**config.mk**
```make
export PLATFORM = sky130hd
export DESIGN_NAME = daytime_scheduler_flat
export DESIGN_NICKNAME = d
export VERILOG_FILES = /design/src/rtl/daytime_pkg.sv /design/src/rtl/daytime_scheduler_if.sv /design/src/rtl/daytime_scheduler_max_dir_select.sv /design/src/rtl/daytime_scheduler.sv /design/src/flat_wrapper.sv
export SDC_FILE = /design/constraint.sdc
export NUM_CORES = 1
export LEC_CHECK = 0
export ABC_CLOCK_PERIOD_IN_PS = 10000
export CAP_MARGIN = 20
export CELL_PAD_IN_SITES_DETAIL_PLACEMENT = 1
export CELL_PAD_IN_SITES_GLOBAL_PLACEMENT = 2
export CORE_UTILIZATION = 31
export DETAILED_ROUTE_END_ITERATION = 16
export PLACE_DENSITY_LB_ADDON = 0.1
export RECOVER_POWER = 50
export SKIP_CTS_REPAIR_TIMING = 1
export SLEW_MARGIN = 0
export SYNTH_ARGS = -nofsm -noshare
export SYNTH_HDL_FRONTEND = slang
export SYNTH_SLANG_ARGS = --single-unit
export TNS_END_PERCENT = 50
```
**constraint.sdc**
```tcl
create_clock -name clk -period 10 [get_ports clk]
set_input_delay 1 -clock clk [delete_from_list [all_inputs] [get_ports clk]]
set_output_delay 1 -clock clk [all_outputs]
set_load 0.005 [all_outputs]
```
**src/rtl/daytime_pkg.sv**
```systemverilog
// Shared types and sizing helpers for the day-time phase scheduler.
package daytime_pkg;

  typedef enum logic [1:0] {
    ALL_RED = 2'd0,
    GREEN   = 2'd1,
    YELLOW  = 2'd2
  } phase_t;

  // A per-direction sum needs enough headroom to add every lane without overflow.
  function automatic int dir_sum_w(input int countW, input int lanesPerDir);
    return countW + $clog2(lanesPerDir) + 1;
  endfunction

endpackage

```
**src/rtl/daytime_scheduler_if.sv**
```systemverilog
// Sensor-side and light-side signals of the day-time scheduler, grouped as one bundle.
interface daytime_scheduler_if #(
  parameter int NUM_DIRS      = 4,
  parameter int LANES_PER_DIR = 2,
  parameter int COUNT_W       = 8
);
  localparam int DIR_W = $clog2(NUM_DIRS);
  localparam int LANES = NUM_DIRS * LANES_PER_DIR;

  logic                       en;
  logic [LANES*COUNT_W-1:0]   lane_count;
  logic [LANES-1:0]           green_out;
  logic [LANES-1:0]           yellow_out;
  logic [DIR_W-1:0]           active_dir;
  logic                       phase_done;

  modport master (
    output en, lane_count,
    input  green_out, yellow_out, active_dir, phase_done
  );

  modport slave (
    input  en, lane_count,
    output green_out, yellow_out, active_dir, phase_done
  );
endinterface

```
**src/rtl/daytime_scheduler_max_dir_select.sv**
```systemverilog
// Combinational masked argmax over direction sums; ties resolve to the lowest index.
module max_dir_select #(
  parameter int NUM_DIRS = 4,
  parameter int SUM_W    = 10,
  parameter int DIR_W    = $clog2(NUM_DIRS)
) (
  input  logic [NUM_DIRS*SUM_W-1:0] sums,
  input  logic [NUM_DIRS-1:0]       exclude,
  output logic [DIR_W-1:0]          idx,
  output logic                      valid,
  output logic [SUM_W-1:0]          maxVal
);

  // Strict greater-than keeps the earliest direction on ties.
  always_comb begin
    idx    = '0;
    valid  = 1'b0;
    maxVal = '0;
    for (int d = 0; d < NUM_DIRS; d++) begin
      if (!exclude[d] && (!valid || sums[d*SUM_W +: SUM_W] > maxVal)) begin
        idx    = DIR_W'(d);
        valid  = 1'b1;
        maxVal = sums[d*SUM_W +: SUM_W];
      end
    end
  end

endmodule

```
**src/rtl/daytime_scheduler.sv**
```systemverilog
// Day-time phase scheduler: grants green to the busiest direction with min/max green
// timing and a yellow plus all-red clearance between grants.
module daytime_scheduler
  import daytime_pkg::*;
#(
  parameter int NUM_DIRS      = 4,
  parameter int LANES_PER_DIR = 2,
  parameter int COUNT_W       = 8,
  parameter int MIN_GREEN     = 4,
  parameter int MAX_GREEN     = 16,
  parameter int YELLOW_TIME   = 2,
  parameter int ALL_RED_TIME  = 1
) (
  input logic                clk,
  input logic                rst_n,
  daytime_scheduler_if.slave bus
);

  localparam int DIR_W   = $clog2(NUM_DIRS);
  localparam int SUM_W   = dir_sum_w(COUNT_W, LANES_PER_DIR);
  localparam int TIMER_W = $clog2(MAX_GREEN + 1);
  localparam int CNT_W   = TIMER_W + 1;
  localparam int LANES   = NUM_DIRS * LANES_PER_DIR;

  phase_t                     state, nxtState;
  logic [TIMER_W-1:0]         timer, nxtTimer;
  logic [DIR_W-1:0]           activeDir, nxtDir;
  logic                       prevValid, nxtPrevValid;
  logic [LANES-1:0]           greenReg, yellowReg, laneMask;
  logic                       doneReg, nxtDone;
  logic [NUM_DIRS*SUM_W-1:0]  sumsFlat;
  logic [SUM_W-1:0]           ownSum, selMax;
  logic [NUM_DIRS-1:0]        excludeMask;
  logic [DIR_W-1:0]           selIdx;
  logic                       selValid;
  logic [CNT_W-1:0]           cyclesInState, nxtCycles;

  always_comb begin
    sumsFlat = '0;
    for (int d = 0; d < NUM_DIRS; d++) begin
      for (int l = 0; l < LANES_PER_DIR; l++) begin
        sumsFlat[d*SUM_W +: SUM_W] = sumsFlat[d*SUM_W +: SUM_W]
          + SUM_W'(bus.lane_count[(d*LANES_PER_DIR+l)*COUNT_W +: COUNT_W]);
      end
    end
  end

  // Outside GREEN/YELLOW activeDir holds the last served direction, so it doubles as prev.
  assign ownSum        = sumsFlat[int'(activeDir)*SUM_W +: SUM_W];
  assign excludeMask   = (state == ALL_RED && !prevValid) ? '0 : (NUM_DIRS'(1) << activeDir);
  assign cyclesInState = {1'b0, timer} + CNT_W'(1);

  max_dir_select #(
    .NUM_DIRS (NUM_DIRS),
    .SUM_W    (SUM_W),
    .DIR_W    (DIR_W)
  ) selector (
    .sums    (sumsFlat),
    .exclude (excludeMask),
    .idx     (selIdx),
    .valid   (selValid),
    .maxVal  (selMax)
  );

  always_comb begin
    nxtState     = state;
    nxtTimer     = (&timer) ? timer : timer + TIMER_W'(1);
    nxtDir       = activeDir;
    nxtPrevValid = prevValid;
    case (state)
      ALL_RED: begin
        if (bus.en && cyclesInState >= CNT_W'(ALL_RED_TIME)) begin
          if (selValid && selMax != '0) begin
            nxtState = GREEN;
            nxtDir   = selIdx;
            nxtTimer = '0;
          end else if (prevValid && ownSum != '0) begin
            nxtState = GREEN;
            nxtTimer = '0;
          end
        end
      end
      GREEN: begin
        if (!bus.en || cyclesInState >= CNT_W'(MAX_GREEN) ||
            (cyclesInState >= CNT_W'(MIN_GREEN) &&
             (ownSum == '0 || (selValid && selMax > ownSum)))) begin
          nxtState = YELLOW;
          nxtTimer = '0;
        end
      end
      YELLOW: begin
        if (cyclesInState >= CNT_W'(YELLOW_TIME)) begin
          nxtState     = ALL_RED;
          nxtTimer     = '0;
          nxtPrevValid = 1'b1;
        end
      end
      default: begin
        nxtState = ALL_RED;
        nxtTimer = '0;
      end
    endcase
  end

  // Lights are decoded from the next state so the registered outputs line up with it.
  always_comb begin
    laneMask = '0;
    for (int d = 0; d < NUM_DIRS; d++) begin
      laneMask[d*LANES_PER_DIR +: LANES_PER_DIR] = {LANES_PER_DIR{nxtDir == DIR_W'(d)}};
    end
    nxtCycles = {1'b0, nxtTimer} + CNT_W'(1);
    nxtDone   = (nxtState == YELLOW) && (nxtCycles == CNT_W'(YELLOW_TIME));
  end

  always_ff @(posedge clk) begin
    if (!rst_n) begin
      state     <= ALL_RED;
      timer     <= '0;
      activeDir <= '0;
      prevValid <= 1'b0;
      greenReg  <= '0;
      yellowReg <= '0;
      doneReg   <= 1'b0;
    end else begin
      state     <= nxtState;
      timer     <= nxtTimer;
      activeDir <= nxtDir;
      prevValid <= nxtPrevValid;
      greenReg  <= (nxtState == GREEN)  ? laneMask : '0;
      yellowReg <= (nxtState == YELLOW) ? laneMask : '0;
      doneReg   <= nxtDone;
    end
  end

  assign bus.green_out  = greenReg;
  assign bus.yellow_out = yellowReg;
  assign bus.active_dir = activeDir;
  assign bus.phase_done = doneReg;

endmodule

```
**src/flat_wrapper.sv**
```systemverilog
// flat-port wrapper written by rule: the top's interface ports become plain ports
module daytime_scheduler_flat import daytime_pkg::*;
#(
  parameter int NUM_DIRS      = 4,
  parameter int LANES_PER_DIR = 2,
  parameter int COUNT_W       = 8,
  parameter int MIN_GREEN     = 4,
  parameter int MAX_GREEN     = 16,
  parameter int YELLOW_TIME   = 2,
  parameter int ALL_RED_TIME  = 1
)
  (clk, rst_n, bus_en, bus_lane_count, bus_green_out, bus_yellow_out, bus_active_dir, bus_phase_done);
  daytime_scheduler_if #(.NUM_DIRS(NUM_DIRS), .LANES_PER_DIR(LANES_PER_DIR), .COUNT_W(COUNT_W)) bus_i ();
  input logic clk;
  input logic rst_n;
  input wire logic [$bits(bus_i.en)-1:0] bus_en;
  input wire logic [$bits(bus_i.lane_count)-1:0] bus_lane_count;
  output wire logic [$bits(bus_i.green_out)-1:0] bus_green_out;
  output wire logic [$bits(bus_i.yellow_out)-1:0] bus_yellow_out;
  output wire logic [$bits(bus_i.active_dir)-1:0] bus_active_dir;
  output wire logic [$bits(bus_i.phase_done)-1:0] bus_phase_done;
  assign bus_i.en = bus_en;
  assign bus_i.lane_count = bus_lane_count;
  assign bus_green_out = bus_i.green_out;
  assign bus_yellow_out = bus_i.yellow_out;
  assign bus_active_dir = bus_i.active_dir;
  assign bus_phase_done = bus_i.phase_done;
  daytime_scheduler #(.NUM_DIRS(NUM_DIRS), .LANES_PER_DIR(LANES_PER_DIR), .COUNT_W(COUNT_W), .MIN_GREEN(MIN_GREEN), .MAX_GREEN(MAX_GREEN), .YELLOW_TIME(YELLOW_TIME), .ALL_RED_TIME(ALL_RED_TIME)) u_core (.clk(clk), .rst_n(rst_n), .bus(bus_i));
endmodule
```
Yosys cells after proc, flatten, opt, wreduce, memory -nomap -nowiden:

Index checks and enable logic that the tools add are counted.

* $add $sub $neg: 7
* multipliers: 1
* order comparisons: 8
* equal/unequal tests: 8
* shifts and indexed selects: 2
* mux-type cells: 28
* reductions and logical operators: 32

Operators by type and width (count)
* $gt A10 B10 Y1: 4
* $mux W10: 4
* $shiftx A40 B32 Y10: 1
* $add A8 B8 Y9: 4
* $mux W5: 6
* $mux W2: 10
* $reduce_bool A10 Y1: 2
* $pmux W5 S3: 1
* $add A5 B1 Y6 const B: 2
* $logic_and A1 B1 Y1: 10
* $logic_not A10 Y1: 1
* $eq A2 B2 Y1 const B: 4
* $logic_not A1 Y1: 7
* $eq A2 B1 Y1 const B: 3
* $eq A6 B2 Y1 const B: 1
* $ge A6 B1 Y1 const B: 1
* $ge A6 B2 Y1 const B: 1
* $ge A6 B3 Y1 const B: 1
* $ge A6 B5 Y1 const B: 1
* $logic_or A1 B1 Y1: 6
* $pmux W2 S3: 1
* $reduce_and A2 Y1: 3
* $add A5 B1 Y5 const B: 1
* $mul A2 B3 Y5 const B: 1
* other kinds (5): 10

* register bits: 25
* input port bits: 67
* word-level logic and storage cells: 93

Depth between registers and ports, before layout:

Gate-level depths: netlist of run 1.

* depth after elaboration: 26
* gate-level depth with buffers: 42

Modules after synthesis:

A second synthesis of run 1 with hierarchy kept.

* cell total of the unflattened synthesis: 563
* area total of the unflattened synthesis: 4483.0 µm²

Modules (own cells, without submodules)
* daytime_scheduler: times used 1, cells an instance 381, area an instance 3138.0 µm², sequential area each 380.4 µm²
* max_dir_select: times used 1, cells an instance 182, area an instance 1345.0 µm², sequential area each 0.0 µm²

Worst setup path after synthesis of run 1:

OpenSTA, ideal clock, no wires.

* path kind: input to register
* start point: input bus_lane_count[4]
* end point: register u_core.greenReg[1] (netlist: u_core.bus.green_out[1])
* arrival time: 8.796 ns
* required time: 9.930 ns
* setup slack: 1.134 ns
* stages: 39
* path buffers: 4
* cells stage by stage: ha_1 -> clkbuf_1 -> a21oi_1 -> nand3_1 -> mux2i_1 -> a311oi_1 -> inv_1 -> ha_1 -> a21o_1 -> a21oi_4 -> and4_1 -> buf_6 -> nor2_2 -> o211ai_1 -> inv_1 -> ha_1 -> a211oi_1 -> o21ai_0 -> [... 3 more ...] -> mux2_2 -> ha_1 -> a21o_1 -> a21oi_1 -> o221ai_1 -> and2_2 -> clkbuf_8 -> a222oi_1 -> ha_1 -> o21a_1 -> o21a_1 -> o21ai_0 -> a21oi_1 -> o311ai_0 -> o311ai_2 -> a211o_2 -> a21oi_4 -> a21boi_1

* cells in the longest elaborated chain, start to end: 23
* elaborated cells between the ends (all ways): 44
* classes of those cells: add/sub: 1; order compare: 4; eq/ne: 1; shift: 1; mux: 18; reduce/logical: 19

RTL lines
* start, declared: RTL line flat_wrapper.sv:17 `input wire logic [$bits(bus_i.lane_count)-1:0] bus_lane_count;`
* $add A8 B8 Y9 *: RTL line daytime_scheduler.sv:43 `+ SUM_W'(bus.lane_count[(d*LANES_PER_DIR+l)*COUNT_W +: COUNT_W]);`
* $mux W10: RTL line daytime_scheduler_max_dir_select.sv:20 `if (!exclude[d] && (!valid || sums[d*SUM_W +: SUM_W] > maxVal)) begin`
* $gt A10 B10 Y1: RTL line daytime_scheduler_max_dir_select.sv:20
* $logic_or A1 B1 Y1: RTL line daytime_scheduler_max_dir_select.sv:20
* $logic_and A1 B1 Y1: RTL line daytime_scheduler_max_dir_select.sv:20
* $mux W10 or $mux W1 (tied branches): RTL line daytime_scheduler_max_dir_select.sv:20
* $gt A10 B10 Y1 or $logic_not A1 Y1 (tied branches): RTL line daytime_scheduler_max_dir_select.sv:20
* $logic_or A1 B1 Y1: RTL line daytime_scheduler_max_dir_select.sv:20
* [... 7 more ...]
* $logic_and A1 B1 Y1: RTL line daytime_scheduler.sv:86 `(ownSum == '0 || (selValid && selMax > ownSum)))) begin`
* $logic_or A1 B1 Y1: RTL line daytime_scheduler.sv:86
* $logic_and A1 B1 Y1: RTL line daytime_scheduler.sv:85 `(cyclesInState >= CNT_W'(MIN_GREEN) &&`
* $logic_or A1 B1 Y1: RTL line daytime_scheduler.sv:84 `if (!bus.en || cyclesInState >= CNT_W'(MAX_GREEN) ||`
* $mux W2: RTL line daytime_scheduler.sv:84
* $pmux W2 S3: RTL line daytime_scheduler.sv:70 `case (state)`
* $eq A2 B1 Y1: RTL line daytime_scheduler.sv:129 `greenReg <= (nxtState == GREEN) ? laneMask : '0;`
* $reduce_and A2 Y1 (no source line)
* end signal, assigned: RTL line daytime_scheduler.sv:129
* end, declared: RTL line daytime_scheduler.sv:29 `logic [LANES-1:0] greenReg, yellowReg, laneMask;`

Mark *: on every way between the ends. The rest lies on a longest branch, timed or not.
A chain may end at the register's enable or synchronous reset.

Worst setup path in the final report of run 1:

* start point: input bus_lane_count[16]
* end point: register u_core.greenReg[3] (netlist: u_core.bus.green_out[3])

* cells in the longest elaborated chain, start to end: 22
* elaborated cells between the ends (all ways): 43
* classes of those cells: add/sub: 1; order compare: 4; eq/ne: 2; shift: 1; mux: 17; reduce/logical: 18

RTL lines (RTL line)
* $add A8 B8 Y9 *: daytime_scheduler.sv:43
* $gt A10 B10 Y1: daytime_scheduler_max_dir_select.sv:20
* $logic_or A1 B1 Y1: daytime_scheduler_max_dir_select.sv:20
* $logic_and A1 B1 Y1: daytime_scheduler_max_dir_select.sv:20
* $mux W10 or $mux W1 (tied branches): daytime_scheduler_max_dir_select.sv:20
* $gt A10 B10 Y1 or $logic_not A1 Y1 (tied branches): daytime_scheduler_max_dir_select.sv:20
* $logic_or A1 B1 Y1: daytime_scheduler_max_dir_select.sv:20
* $logic_and A1 B1 Y1: daytime_scheduler_max_dir_select.sv:20
* [... 6 more ...]
* $logic_and A1 B1 Y1: daytime_scheduler.sv:86
* $logic_or A1 B1 Y1: daytime_scheduler.sv:86
* $logic_and A1 B1 Y1: daytime_scheduler.sv:85
* $logic_or A1 B1 Y1: daytime_scheduler.sv:84
* $mux W2: daytime_scheduler.sv:84
* $pmux W2 S3: daytime_scheduler.sv:70
* $eq A2 B1 Y1: daytime_scheduler.sv:129
* $reduce_and A2 Y1 (no source line)

Marked as above.

==> results of run 1 <==
[state kept, by name, summed over array words and instances, names as in the netlist]
name and cells:
u_core.bus.active_dir 2, u_core.bus.green_out 4, u_core.bus.phase_done 1, u_core.bus.yellow_out 4, u_core.prevValid 1, u_core.state 2, u_core.timer 5
[cell families after synthesis]
family | after synthesis | share of synthesized area
adders and majority gates | 77 | 0.2233
and+or+nand+nor | 178 | 0.2172
buffers and inverters | 73 | 0.08017
xor gates and xnor gates | 22 | 0.04332
AOI/OAI and AO/OA | 178 | 0.2990
muxes | 14 | 0.05148
DFF | 19 | 0.08551
[through the flow]
| step | hold WS, ns | utilization |
|---|---|---|
| 2_1_floorplan | 0.4819 | - |
| 3_3_place_gp | 0.5114 | 0.3975 |
| 3_5_place_dp | 0.5191 | 0.3975 |
| 4_1_cts | 0.5319 | 0.4033 |
| 5_1_grt | 0.5517 | 0.4059 |
| 6_report | 0.5306 | 0.4059 |
[tightest hold or removal path: cells and delay by family, from the launching register on]
| family | cells | cell delay, ns |
|---|---|---|
| AND/OR/NAND/NOR | 2 | 0.15 |
| flip-flops | 1 | 0.33 |
[report_power, final]
group / switching (mW) / leakage, nW / internal [mW]
registers: 0.0244 / 0.155 / 0.0944
logic: 1.21 / 2.27 / 0.974
clock network: 0.0277 / 0.0409 / 0.0535
total: 1.27 / 2.46 / 1.12
[final cells by class]
| class | count | area, sq um | area share |
|---|---|---|---|
| inverter | 49 | 183.9 | 0.03251 |
| clock buffer | 3 | 75.07 | 0.01327 |
| timing repair buffer | 113 | 1061 | 0.1876 |
| tap | 180 | 225.2 | 0.03981 |
| sequential | 19 | 380.4 | 0.06724 |
| clock inverter | 1 | 5.005 | 0.0008848 |
| multi-input combinational | 469 | 3726 | 0.6587 |
[Yosys cell counts (all sizes together), types with 8 or more instances]
library cell / n / area share
buf: 15 / 0.027
nand2: 42 / 0.038
nand2b: 8 / 0.011
dfxtp: 19 / 0.086
o221ai: 9 / 0.019
ha: 73 / 0.21
o211ai: 8 / 0.014
nand3: 16 / 0.018
nor3: 23 / 0.027
clkbuf: 9 / 0.012
inv: 49 / 0.041
a21o: 20 / 0.034
xor2: 12 / 0.024
xnor2: 10 / 0.020
a21oi: 36 / 0.047
o21ai: 34 / 0.039
nor2: 32 / 0.033
nor2b: 9 / 0.013
nand4: 18 / 0.025
[routing by layer]
| metal | up-vias | routed length, um |
|---|---|---|
| met5 | - | 0 |
| met3 | 18 | 693 |
| li1 | 2303 | - |
| met2 | 110 | 7056 |
| met1 | 2232 | 6909 |
| met4 | 0 | 310 |
[worst max-delay path by stage]
stage,from,endpoint,slack (ns)
after floorplan,bus_lane_count[4],u_core.bus.green_out[1],1.13
after global routing,bus_lane_count[4],u_core.bus.green_out[3],0.0003
after detailed placement,bus_lane_count[4],u_core.bus.green_out[3],0.15
after global placement,bus_lane_count[4],u_core.bus.green_out[1],0.31
after CTS,bus_lane_count[4],u_core.bus.green_out[3],0.36
final,bus_lane_count[16],u_core.bus.green_out[3],0.64
[layout by cell type, fill, tap and decap left out, drive strengths merged, types with 19 or more instances in the layout]
cell type,n
dfxtp,19
nor3,23
clkdlybuf4s50,68
nand2,42
a21oi,36
o21ai,34
ha,73
inv,49
buf,28
a21o,20
nor2,32
==> flow_summary.ini, run 1 <==
[synthesis]
synth_seq_cells = 19
synth_cell_types = 93
syn_nets = 705
synth_edf_count = 0
synth_area_per_cell_sq_um = 7.929
syn-cell-area_sq_mm = 0.004448
ys_seq_area_frac = 0.08551
ys_warn_count = 0
synth_cells = 561
synthFlopType = dfxtp_1
async_flop_share = 0

[timing]
finalCritPeriodShare = 0.9365
rsz0062_at_grt = no
relSlewSlack = 0.4530
worst_pin_slew_ns = 0.8142
hold_viol_final = 0
slew_viol_final = 0
setup_slack_ns = 0.6355
setup_tns_ns = 0
fmax_mhz = 106.8
skew_ns = 0.001222
setup_viol = 0
min_period_ns = 9.365

[layout]
diodes = 0
layout.cells.non_filler = 834
nets = 799
fillers = 1683
drive_gt1_frac = 0.1239
area.growth.synth_to_final_pct = 27.17
fin_area_sq_mm = 0.005657

[clock_network]
h-tree-depth = 1
max-clock-path-buffers = 2
clkTransAtPathRegs_ns = 0.05
clk_latency_ns = 0.25
root_buffer = clkbuf_16
cts_buffers = 3
cts_tree = done
clock_sinks = 19

[critical_path]
rr_worst_depth = 37
cp_common_cell = ha_1
crit_path_end_kind = flop
crit_type = input pin to flop
cp.depth = 40
reg2reg_from = u_core.bus.active_dir[1]
worstPathRequired_ns = 10.18
cp.arrival_ns = 9.54
crit_slowest_cell = fa_1
max_stage_delay_ns = 0.43
rr_endpoint = u_core.bus.green_out[3]
crit_fanout = 19
reg2reg_setup_slack_ns = 1.58
critical_path.top_delay_family = compound AO/OA/AOI/OAI gates
path_buf_inv = 6
cp-start-kind = input pin

[global_route]
grt_pass1_vias = 4778
grt_pass1_wl_mm = 24.10
use_met3 = 0.01685
grtUsageMet1 = 0.2708
track_usage = 0.2047
antenna_found_initial = 0
grt_util_met2 = 0.3545
grt_remaining_overflow = 0
grt_max_degree = 20
busiest_layer = met2

[outcome]
status = finished, final reports clean

[drt]
route.detailed.drc = 0
dr_total_vias = 4663
drtIter0Drc = 198
drtPass1Iterations = 4
ant_nets = 0
drt-total-wl_mm = 14.97
vias_per_cell = 5.591
avgRoutedWirePerCell_um = 17.95

[floorplan]
rows = 43
dieArea_sq_mm = 0.01483
die_h_um = 121.8
core_area_sq_mm = 0.01393
fp.dieW_um = 121.8
io_pins = 86
start_util = 0.3192

[min_path]
min_to = u_core.prevValid
hold_depth = 2
holdCritStartpoint = u_core.prevValid
hold_class = flop to flop

[pwr]
p_per_area_mw_per_mm2 = 422.1
p_total_mw = 2.388
leakagePower_nw = 2.462
vdd_drop_max_v = 0.0001935

[placed_design]
gp_congestion = 0.8906
dpl_cell_area_sq_mm = 0.005539
numPortBuffers = 85
place_ws_ns = 0.1526
placedCellCount = 827
hpwl_mm = 12.81

[flow_run]
drv_cap = 0
Note: power is estimated with default switching activity, not from simulation.
==> inputs of run 2 (changes only) <==
ABC_CLOCK_PERIOD_IN_PS = 11100   (was 10000)
CELL_PAD_IN_SITES_GLOBAL_PLACEMENT = 1   (was 2)
CORE_UTILIZATION = 43   (was 31)
clock period = 11.1 ns   (was 10 ns; I/O delays follow)
==> run 2 against run 1 <==
  * Clock power is 43% lower
  * Clock skew is 0.0027 ns higher
  * Cell count is 8.9% lower
  * Largest power group unchanged
  * Highest routed layer unchanged
==> flow_summary.ini, run 2 (synthesis results as in run 1) <==
[timing]
skew_ns = 0.003954
relSlewSlack = 0.4750
setup_tns_ns = 0
rsz0062_at_grt = no
fmax_mhz = 96.22
worst_pin_slew_ns = 0.7815
finalCritPeriodShare = 0.9363
setup_viol = 0
slew_viol_final = 0
hold_viol_final = 0
min_period_ns = 10.39

[pwr]
leakagePower_nw = 2.316
p_total_mw = 1.878
p_per_area_mw_per_mm2 = 350.9
vdd_drop_max_v = 0.0002034

[global_route]
track_usage = 0.2718
antenna_found_initial = 0
grt_pass1_vias = 4844
grt_remaining_overflow = 0
grt_pass1_wl_mm = 23.98
grt_max_degree = 20

[layout]
final_cell_mix = ha_1, clkdlybuf4s50_1, inv_1, nand2_1, a21oi_1
largest_reg_flops = 5
final_common_cell = ha_1
multiInputGateArea_sq_mm = 0.003717
fillers = 1230
largest_register = u_core.timer
layout.cells.non_filler = 760
final_util = 0.5400
register_area_sq_um = 380.4
area.growth.synth_to_final_pct = 20.31
nets = 772
drive_gt1_frac = 0.07974
diodes = 0

[placed_design]
gp_congestion = 0.9501
placedCellCount = 756
numPortBuffers = 85
hpwl_mm = 12.55

[min_path]
hold_class = flop to flop
holdCritStartpoint = u_core.prevValid

[drt]
drt-total-wl_mm = 14.60
drtPass1Iterations = 4
avgRoutedWirePerCell_um = 19.21
route.detailed.drc = 0
ant_nets = 0
vias_per_cell = 6.167
dr_total_vias = 4687
drtIter0Drc = 331

[floorplan]
start_util = 0.4489
fp.dieW_um = 103.7
die_h_um = 103.7
rows = 36
dieArea_sq_mm = 0.01075
core_area_sq_mm = 0.009910
io_pins = 86

[clock_network]
clk_latency_ns = 0.25
clock_sinks = 19
clkTransAtPathRegs_ns = 0.07
root_buffer = clkbuf_8
cts_buffers = 3
h-tree-depth = 1
max-clock-path-buffers = 2
cts_tree = done

[critical_path]
cp.arrival_ns = 10.57
crit_slowest_cell = o311ai_0
cp_common_cell = ha_1
critical_path.top_delay_family = compound AO/OA/AOI/OAI gates
crit_type = input pin to flop
path_buf_inv = 3
cp-startpoint = bus_lane_count[4]
max_stage_delay_ns = 0.51
worstPathRequired_ns = 11.28
crit_fanout = 19
cp-start-kind = input pin
crit_path_end_kind = flop
reg2reg_from = u_core.bus.active_dir[0]

[flow_run]
drv_cap = 0

[outcome]
status = finished, final reports clean
-- run 2: final timing paths --
path                                           endpoint  slack [ns]  cells past startpoint
worst max-delay path            u_core.bus.green_out[3]        0.71                     36
worst min-delay path                   u_core.prevValid        0.53                      2
worst max register to register  u_core.bus.green_out[3]        1.81                     34
worst min register to register         u_core.prevValid        0.53                      2
-- run 2: routing by layer --
metal  wire (um)  vias up  track usage
li1            -     2257            -
met1        6394     2245       0.3402
met2        7065      157       0.4827
met3         786       28      0.03147
met4         357        0      0.08878
met5           0        -            0
-- run 2: cell type report --
cell class / instances / share of cell area
multi-input combinational: 469 / 0.6946
timing repair buffer: 86 / 0.1604
sequential: 19 / 0.07108
inverter: 49 / 0.03437
tap: 133 / 0.03110
clock buffer: 4 / 0.008417
-- run 2: power breakdown --
part / internal (mW) / switching, mW
clock: 0.0255 / 0.0205
combinational: 0.686 / 1.03
sequential: 0.0850 / 0.0292
-- run 2: tightest hold or removal path: stages, from the launching register on --
cell and delay (ns):
dfxtp_1 0.34, nor2_1 0.11, nor2_1 0.04
-- run 2: metrics by stage --
step | worst slack [ns] | area (sq um) | hold slack (ns)
finish | 0.7068 | 5351 | 0.5294
global route | 0.1205 | 5351 | 0.5666
CTS | 0.7656 | 5345 | 0.5288
detailed placement | 0.5523 | 5300 | 0.5190
global placement | 0.8670 | 5300 | 0.5039
floorplan | 2.124 | 4448 | 0.4819
